==> config.mk <==
export PLATFORM = sky130hd
export DESIGN_NAME = tick_divider_ctrl
export DESIGN_NICKNAME = d
export VERILOG_FILES = /design/src/rtl/tick_divider_ctrl.sv
export SDC_FILE = /design/constraint.sdc
export NUM_CORES = 1
export LEC_CHECK = 0
export CAP_MARGIN = 15
export CORE_ASPECT_RATIO = 1.75
export CORE_MARGIN = 3
export CORE_UTILIZATION = 59
export DETAILED_ROUTE_END_ITERATION = 8
export PLACE_DENSITY_LB_ADDON = 0.08
export SLEW_MARGIN = 20
export SYNTH_ARGS = -nofsm -noshare
export SYNTH_HDL_FRONTEND = slang
export SYNTH_SLANG_ARGS = --single-unit
export TNS_END_PERCENT = 30
==> constraint.sdc <==
create_clock -name clk -period 5.9 [get_ports clk]
set_clock_uncertainty 0.2 [all_clocks]
set_input_delay 0.885 -clock clk [delete_from_list [all_inputs] [get_ports clk]]
set_output_delay 0.885 -clock clk [all_outputs]
set_load 0.02 [all_outputs]
==> src/rtl/tick_divider_ctrl.sv <==
// Four-channel clock-enable / square-wave generator with start, run and graceful stop.
// Divisors are written through a shadow register per channel and only take effect at a
// period boundary, so a channel never emits a shortened or stretched period.
module tick_divider_ctrl #(
  parameter int CW = 32,
  parameter logic [CW-1:0] DEF_DIV0 = CW'(50_000),
  parameter logic [CW-1:0] DEF_DIV1 = CW'(500_000),
  parameter logic [CW-1:0] DEF_DIV2 = CW'(5_000_000),
  parameter logic [CW-1:0] DEF_DIV3 = CW'(50_000_000)
) (
  input  logic          clk,
  input  logic          rst_n,
  input  logic          start,
  input  logic          stop,
  input  logic          cfg_valid,
  output logic          cfg_ready,
  input  logic [1:0]    cfg_ch,
  input  logic [CW-1:0] cfg_div,
  output logic          run,
  output logic [3:0]    tick,
  output logic [3:0]    clk_out
);

  localparam logic [1:0] IDLE = 2'd0;
  localparam logic [1:0] RUN  = 2'd1;
  localparam logic [1:0] STOP = 2'd2;

  localparam logic [CW-1:0] MIN_DIV = CW'(2);
  localparam logic [CW-1:0] DEF_DIV [4] = '{DEF_DIV0, DEF_DIV1, DEF_DIV2, DEF_DIV3};

  logic [1:0]    state_q, state_d;
  logic [CW-1:0] cnt_q  [4];
  logic [CW-1:0] cnt_d  [4];
  logic [CW-1:0] div_q  [4];
  logic [CW-1:0] div_d  [4];
  logic [CW-1:0] pend_q [4];
  logic [CW-1:0] pend_d [4];
  logic [3:0]    pend_vld_q, pend_vld_d;
  logic [3:0]    done_q, done_d;
  logic [3:0]    tick_q, tick_d;
  logic [3:0]    clk_out_q, clk_out_d;
  logic          cfg_accept;
  logic          chan_live;

  assign cfg_ready  = ~pend_vld_q[cfg_ch];
  assign cfg_accept = cfg_valid & cfg_ready;
  assign run        = (state_q != IDLE);
  assign tick       = tick_q;
  assign clk_out    = clk_out_q;

  // Next-state: sequencing FSM, per-channel counters, divisor swap at wrap, config capture.
  always_comb begin
    state_d    = state_q;
    pend_vld_d = pend_vld_q;
    done_d     = done_q;
    tick_d     = '0;
    clk_out_d  = '0;
    chan_live  = 1'b0;
    for (int i = 0; i < 4; i++) begin
      cnt_d[i]  = cnt_q[i];
      div_d[i]  = div_q[i];
      pend_d[i] = pend_q[i];
    end

    case (state_q)
      IDLE: begin
        for (int i = 0; i < 4; i++) begin
          cnt_d[i] = '0;
          if (pend_vld_q[i]) begin
            div_d[i]      = pend_q[i];
            pend_vld_d[i] = 1'b0;
          end
        end
        if (start) begin
          state_d = RUN;
          // First active cycle: cnt=0 with the divisor that is about to be in force.
          for (int i = 0; i < 4; i++) begin
            tick_d[i]    = (div_d[i] == CW'(1));
            clk_out_d[i] = (div_d[i] >> 1) != '0;
          end
        end
      end

      RUN, STOP: begin
        for (int i = 0; i < 4; i++) begin
          chan_live = (state_q == RUN) || !done_q[i];
          if (chan_live) begin
            if (cnt_q[i] == div_q[i] - CW'(1)) begin
              cnt_d[i] = '0;
              if (pend_vld_q[i]) begin
                div_d[i]      = pend_q[i];
                pend_vld_d[i] = 1'b0;
              end
              // In STOP the channel parks once its current period has finished.
              if (state_q == STOP) done_d[i] = 1'b1;
            end else begin
              cnt_d[i] = cnt_q[i] + CW'(1);
            end
            if (!done_d[i]) begin
              tick_d[i]    = (cnt_d[i] == div_d[i] - CW'(1));
              clk_out_d[i] = (cnt_d[i] < (div_d[i] >> 1));
            end
          end
        end
        if (state_q == RUN) begin
          if (stop) state_d = STOP;
        end else if (&done_q) begin
          state_d = IDLE;
          done_d  = '0;
        end
      end

      default: begin
        state_d = IDLE;
      end
    endcase

    // A write can never collide with a swap on the same channel: swap needs pend_vld set,
    // acceptance needs it clear.
    if (cfg_accept) begin
      pend_d[cfg_ch]     = (cfg_div < MIN_DIV) ? MIN_DIV : cfg_div;
      pend_vld_d[cfg_ch] = 1'b1;
    end
  end

  // State registers; reset also restores the default divisors and drops pending writes.
  always_ff @(posedge clk or negedge rst_n) begin
    if (!rst_n) begin
      state_q    <= IDLE;
      pend_vld_q <= '0;
      done_q     <= '0;
      tick_q     <= '0;
      clk_out_q  <= '0;
      for (int i = 0; i < 4; i++) begin
        cnt_q[i]  <= '0;
        div_q[i]  <= DEF_DIV[i];
        pend_q[i] <= '0;
      end
    end else begin
      state_q    <= state_d;
      pend_vld_q <= pend_vld_d;
      done_q     <= done_d;
      tick_q     <= tick_d;
      clk_out_q  <= clk_out_d;
      for (int i = 0; i < 4; i++) begin
        cnt_q[i]  <= cnt_d[i];
        div_q[i]  <= div_d[i];
        pend_q[i] <= pend_d[i];
      end
    end
  end

endmodule
* After elaboration in Yosys (flattened, before gate mapping) *
Cells that the tools add are included.

word-level totals
  register bits after elaboration = 402
  input port bits = 39
  word-level logic and storage cells = 194

cells by class
  add/subtract/negate cells = 12
  order comparisons = 9
  equal/unequal tests = 21
  mux-type cells = 107
  bitwise operators = 4
  reductions and logical operators = 24

operator list
  kind                     count
  $mux W32                 42
  $pmux W128 S2            2
  $eq A32 B32 Y1           8
  $sub A32 B1 Y32 const B  8
  $add A32 B1 Y32 const B  4
  $bwmux W128              1
  $eq A32 B1 Y1 const B    4
  $lt A32 B31 Y1           4
  $reduce_bool A32 Y1      4
  $demux W32 S2            1
  $mux W1                  46
  $lt A32 B2 Y1 const B    1
  $pmux W4 S2              3
  $mux W4                  5
  $ne A2 B2 Y1 const B     5
  $mux W2                  4
  $reduce_and A2 Y1        4
  $ne A3 B3 Y1 const B     2
  $logic_not A1 Y1         4
  $logic_or A1 B1 Y1       4
  $or A4 B4 Y4             1
  $pmux W2 S2              1
  $reduce_and A4 Y1        1
  $reduce_bool A2 Y1       2
  other kinds (15)         16

* Depth between registers and ports, before layout *
  word-level depth = 10
  depth in mapped cells = 29
  gate-level depth less buffers = 25

* Worst setup path before layout *
Ideal clock, no wire load.

  kind = reg2reg
  from = reg div_q[1] in the netlist's numbering
  to = reg clk_out_q[3] (netlist: clk_out[3])
  setup time = 0.066 ns
  arrival = 5.839 ns
  data required time = 5.634 ns
  path slack = -0.205 ns
  cell stages (with the launch flop) = 29
  path buffers = 5
  period minus slack after synthesis = 6.105 ns
  path through = dfrtp_1 -> clkbuf_1 -> inv_1 -> ha_1 -> nor3b_2 -> nand4_1 -> o31a_1 -> or4_1 -> and3_1 -> or2_2 -> nor3_4 -> clkbuf_1 -> clkbuf_1 -> clkbuf_1 -> buf_1 -> nor2_1 -> ha_1 -> a21o_1 -> a21oi_1 -> nor2b_1 -> o21ai_0 -> nand2b_1 -> a21oi_1 -> nor2b_1 -> o21ai_0 -> nand2_1 -> o21a_1 -> o311ai_0 -> a22o_1

between the ends
  word-level cells in the longest chain between the ends = 9
  elaborated cells on any way between the ends = 19
  classes of those cells = 1 x add/sub; 1 x order compare; 1 x eq/ne; 15 x mux; 1 x reduce/logical

ends and longest elaborated chain
  item                               line  source
  from (decl)                        34    logic [CW-1:0] div_q [4];
  from (signal, indexed assignment)  136   div_q[i] <= DEF_DIV[i];
  from (signal, indexed assignment)  147   div_q[i] <= div_d[i];
  $sub A32 B1 Y32                    88    if (cnt_q[i] == div_q[i] - CW'(1)) begin
  $eq A32 B32 Y1                     88
  $mux W32                           88
  $mux W32                           87    if (chan_live) begin
  $mux W32                           65    case (state_q)
  $lt A32 B31 Y1                     101   clk_out_d[i] = (cnt_d[i] < (div_d[i] >> 1));
  $mux W1                            99    if (!done_d[i]) begin
  $mux W1                            87
  $pmux W4 S2 *                      65
  via clk_out_d[3]                   41    logic [3:0] clk_out_q, clk_out_d;
  to (signal assigned)               144   clk_out_q <= clk_out_d;
  to (decl)                          41

The timed path passes the listed nets; every way through them passes the cells marked *. The select of a mux whose other input is x is not followed.
A chain may end at the register's enable or synchronous reset.

* Worst setup path after layout *
  from = reg div_q[40] in the netlist's numbering
  to = reg tick_q[2] (netlist: tick[2])

between the ends
  word-level cells in the longest chain between the ends = 10
  elaborated cells on any way between the ends = 20
  classes of those cells = 2 x add/sub; 3 x eq/ne; 15 x mux

ends and longest elaborated chain
  item                  line  source
  $sub A32 B1 Y32       88
  $eq A32 B32 Y1        88
  $mux W32              88
  $mux W32              87
  $mux W32              65
  $sub A32 B1 Y32       100   tick_d[i] = (cnt_d[i] == div_d[i] - CW'(1));
  $eq A32 B32 Y1        100
  $mux W1               99
  $mux W1               87
  $pmux W4 S2 *         65
  via tick_d[2]         40    logic [3:0] tick_q, tick_d;
  to (signal assigned)  143   tick_q <= tick_d;
  to (decl)             40

Marks and branches as above.

==> results.txt <==
TritonCTS built the clock tree. Most instantiated flip-flop cell in the synthesis netlist: sky130_fd_sc_hd__dfrtp_1. STA classifies the critical path endpoint as a flip-flop. Summed over all cells, the static leakage comes to 17.09 nW. STA puts the critical path data required time at 6250 ps. Setup repair after global routing could not meet its margin everywhere. The library cell with the largest summed area after synthesis was sky130_fd_sc_hd__dfrtp_1. The flow ran to the end, and the final reports show no timing, DRC or antenna violations.

Along the worst path, the maximum fanout reaches 10. The top cell type's share of synthesized area is 26.60%, and the number of nets at the end of the flow is 4484. The worst-case IR drop observed on VDD is 470.5 uV. For the number of sinks handled by clock tree synthesis, the log shows 402. For this block, the routed nets add up to 136000 um of wire. Final standard cell count with taps included and fillers excluded: 5118. The initial utilization of the core area, before any placement, comes to 59.59%. The critical path is of the reg2reg type. Number of core rows: 117. The die covers 61910 um2. Of the total synthesized cell area, the portion taken by full adders, half adders and majority gates is 4.930%. From synthesis to final layout, the design area changed by 12.93%. Yosys attributes the largest share of cell area to sky130_fd_sc_hd__dfrtp_1, sky130_fd_sc_hd__mux2_2, sky130_fd_sc_hd__xnor2_1.

The combinational family with the most area after synthesis was simple AND/OR/NAND/NOR gates. The sequential standard cell area was 10110 um2; the power density of the placed cells was 479.2 nW/um2. Number of I/O pins: 49. The yosys synthesis warning count came out at 0. The number of global-route vias before repair was 34070.

The routed design could run at a clock period as short as 5681 ps. The final hold violation count is 0. The synthesized netlist devotes 13.64% of its cell area to compound gates.

The buffer and inverter count on the worst path works out to 2. The final route contains 34420 vias. Routability-driven placement finished with a final weighted congestion of 1.068. Dividing the final minimum period by the clock period gives 96.29%. The async set-reset flop share out of synthesis is 100.0%. The pre-antenna-repair detailed-routing pass consisted of 6 iterations. The number of DRC violations after detailed routing was 0.

The run gives 5128 as the filler cell count. Synthesis produced 4199 cells. Synthesis inferred 402 register bits. The worst slew slack as a fraction of its limit is 27.61%, and the XOR/XNOR share of the synthesized area is 9.928%.

Cells with a size suffix above 1 make up 17.39% of the layout. Derived from the worst setup path, the maximum achievable clock frequency is 176.0 MHz. The die boundary width is 189.4 um.

The detailed-route vias per instance is 6.725. Once layout is done, the placed cells without fillers occupy 39210 um2. In this design, the largest share of critical-path delay is due to simple AND/OR/NAND/NOR gates. Standard cell with the maximum stage delay on the critical path: sky130_fd_sc_hd__dfstp_4. After synthesis, the share of cell area in mux cells is 11.84%. Clock latency on the worst-skew pair, taken at its later pin, is 620 ps. The final-report max-slew violation count was 0. The busiest layer in global routing is met2. In this run the worst hold path is classified as in2async.

The number of placed instances, taps included, is 5023. Traced cell by cell, the critical path runs through nor4_4 -> nand4_4 -> buf_4 -> buf_4 -> nor4_2 -> xnor2_1 -> a2111o_1 -> nor4_2 -> nand2b_1 -> nor2_1 -> nand2_1 -> a21boi_0 -> ha_1 -> nor3_1 -> a21oi_1 -> nor3_1 -> a31oi_1 -> or4_1 -> a31oi_1 -> nand4b_1 -> or4_1 -> a2111oi_4 -> nand4_1 -> o21ai_1. The logs give 0 for the final-report setup violation count and 109 for the number of distinct standard cells referenced by the synthesized netlist. The delay of the slowest cell on the worst path works out to 520 ps.

STA classifies the critical path startpoint as a flip-flop. The internal reg-to-reg setup slack came out at 220 ps. The run gives 6030 ps as the signal arrival time at the worst endpoint. No sink is reached through more buffers than the 3 on the longest clock path.

The global-route wire length before repair was 204500 um; the summed instance area of the synthesized netlist was 34720 um2. The met1 track utilization from global routing is 46.09%. For this block, the initial DRC count from the detailed router was 2751. The sequential cell area fraction in the yosys report is 29.09%. Across the run, the number of max-cap violations was 0. The quantity of I/O buffers inserted on ports is 48, and the area occupied by multi-input gates is 23360 um2. The tools report the number of buffers added by the clock tree synthesis step as 42. The cell sitting at the root of the clock tree is a sky130_fd_sc_hd__clkbuf_16. The slew of the pin with the lowest slew margin came out at 1085 ps.

Across every metal layer, demand over resource in global routing totals 42.99%. The H-tree was split into 2 levels. Placed cell area: 37420 um2. For met2 alone, demand over resource in global routing was 72.09%. The area share of and/or/nand/nor cells after synthesis was 26.16%; the met3 capacity usage during global routing was 7.976%.

The synthesized design contains 0 enable-type register cells. The HPWL after detailed placement came out at 102800 um. Entering global routing, the biggest net connects 117 pins. After clock tree synthesis, the clock-pin slew on the worst setup and hold paths is 70 ps. Synthesis produced a netlist with a net count of 4374. Summed over all layers, the global routing overflow is 0. For the core area, the log shows 58260 um2.

The vertical die dimension came out at 326.9 um. The hold buffer count at CTS was 0; the final antenna-violating net count was 0. In the final routed layout, each cell accounts on average for 26.57 um. Number of antenna violations at the first check in global routing: 6. In this run the mean area of a mapped cell was 8.269 um2.
[registers in the layout, summed over array words and instances (netlist names)]
name,flops
cnt_q,128
div_q,128
pend_q,128
clk_out,4
done_q,4
pend_vld_q,4
tick,4
state_q,2
[per-stage QoR]
stage | utilization (%) | hold slack (ps) | power, W | worst slack (ps) | TNS (ps)
floorplan | - | 240.1 | 0.01138 | -33.77 | -54.73
global placement | 64.18 | 256.8 | 0.01525 | 68.13 | 0
detailed placement | 64.23 | 257.9 | 0.01538 | 20.59 | 0
CTS | 66.71 | 100.2 | 0.01833 | 29.48 | 0
global route | 67.28 | 124.8 | 0.01974 | -28.30 | -62.88
finish | 67.30 | 39.82 | 0.01879 | 218.8 | 0
[routing by layer]
layer  vias to the layer above  wire length (um)
li1                      15360                 -
met1                     16630             46620
met2                      1704             64460
met3                       718              9872
met4                         4             15010
met5                         -                28
[worst register-to-register path, delay by kind of cell, from the launching register on]
kind | cells | cell delay (ps)
XOR/XNOR | 1 | 110
adder cells (fa/ha/maj) | 1 | 220
AO/OA/AOI/OAI | 7 | 1180
flip-flops | 1 | 520
AND/OR/NAND/NOR | 13 | 3060
buffers and inverters | 2 | 320
[placed cells by master (no fill, tap or decap), drive strengths merged, types with 88 or more instances in the layout]
| cell type | count |
|---|---|
| mux2 | 207 |
| xor2 | 159 |
| xnor2 | 232 |
| nor2 | 356 |
| nor3 | 127 |
| mux2i | 173 |
| buf | 311 |
| nor4 | 102 |
| nand2 | 501 |
| dfrtp | 369 |
| o21ai | 155 |
| a21oi | 177 |
| ha | 136 |
| nand4 | 99 |
| inv | 88 |
| nand3 | 254 |
[power breakdown]
part / internal [W] / switching (W) / total, W
sequential: 0.00367 / 0.00156 / 0.00524
combinational: 0.00416 / 0.00648 / 0.0106
clock: 0.00165 / 0.00126 / 0.00291
total: 0.00949 / 0.00930 / 0.0188
[final timing paths]
kind                                        start                endpoint  depth (start not counted)
min reg2reg                pend_q[36]$_DFFE_PN0P_  pend_q[36]$_DFFE_PN0P_                          2
max reg2reg                 div_q[40]$_DFFE_PN1P_       tick[2]$_DFF_PN0_                         24
max                         div_q[40]$_DFFE_PN1P_       tick[2]$_DFF_PN0_                         24
max in group asynchronous                   rst_n  div_q[121]$_DFFE_PN0P_                          2
min                                         rst_n   cnt_q[45]$_DFFE_PN0P_                          1
min in group clk           pend_q[36]$_DFFE_PN0P_  pend_q[36]$_DFFE_PN0P_                          2
[synth_stat cells (8+ instances only)]
master                     number
sky130_fd_sc_hd__a211o_1       11
sky130_fd_sc_hd__a211oi_1      26
sky130_fd_sc_hd__a21boi_0      18
sky130_fd_sc_hd__a21o_1        40
sky130_fd_sc_hd__a21oi_1      176
sky130_fd_sc_hd__a31oi_1       37
sky130_fd_sc_hd__a41oi_1        8
sky130_fd_sc_hd__and2_1        21
sky130_fd_sc_hd__and3_1        40
sky130_fd_sc_hd__and4_1        19
sky130_fd_sc_hd__buf_1         25
sky130_fd_sc_hd__buf_2         34
sky130_fd_sc_hd__clkbuf_1     223
sky130_fd_sc_hd__dfrtp_1      369
sky130_fd_sc_hd__dfstp_2       33
sky130_fd_sc_hd__ha_1         136
sky130_fd_sc_hd__inv_1         86
sky130_fd_sc_hd__mux2_2       207
sky130_fd_sc_hd__mux2i_1      165
sky130_fd_sc_hd__nand2_1      499
sky130_fd_sc_hd__nand2b_1      45
sky130_fd_sc_hd__nand3_1      254
sky130_fd_sc_hd__nand3b_1      26
sky130_fd_sc_hd__nand4_1       97
sky130_fd_sc_hd__nor2_1       354
sky130_fd_sc_hd__nor2b_1       32
sky130_fd_sc_hd__nor3_1       123
sky130_fd_sc_hd__nor3b_1       13
sky130_fd_sc_hd__nor4_1        87
sky130_fd_sc_hd__nor4_2        12
sky130_fd_sc_hd__nor4b_1        9
sky130_fd_sc_hd__o211ai_1      23
sky130_fd_sc_hd__o21a_1        11
sky130_fd_sc_hd__o21ai_0      151
sky130_fd_sc_hd__o221ai_1      15
sky130_fd_sc_hd__o22ai_1       16
sky130_fd_sc_hd__o31ai_1       78
sky130_fd_sc_hd__or2_2         28
sky130_fd_sc_hd__or3_1         48
sky130_fd_sc_hd__or4_1         30
sky130_fd_sc_hd__xnor2_1      232
sky130_fd_sc_hd__xor2_1       159
[timing repair]
action | CTS | global route
cloned | 0 | 0
buffers inserted | 0 | 15
gates resized for setup | 1 | 46
setup endpoints to repair | 1 | 8
pin swaps | 0 | 18
[kinds of logic after synthesis]
family	count (synthesis)
AO/OA/AOI/OAI	717
XOR/XNOR	392
adder cells (fa/ha/maj)	137
buffers and inverters	381
flip-flops	402
multiplexers	380
AND/OR/NAND/NOR	1790
[layout make-up]
cell class / instances / share of cell area (%)
multi-input combinational: 3416 / 59.57
sequential: 402 / 25.78
timing repair buffer: 358 / 7.640
clock buffer: 59 / 3.076
tap: 773 / 2.467
inverter: 89 / 0.8520
clock inverter: 18 / 0.5967
antenna: 3 / 0.01915
No activity file was read; power rests on OpenSTA's default activity.
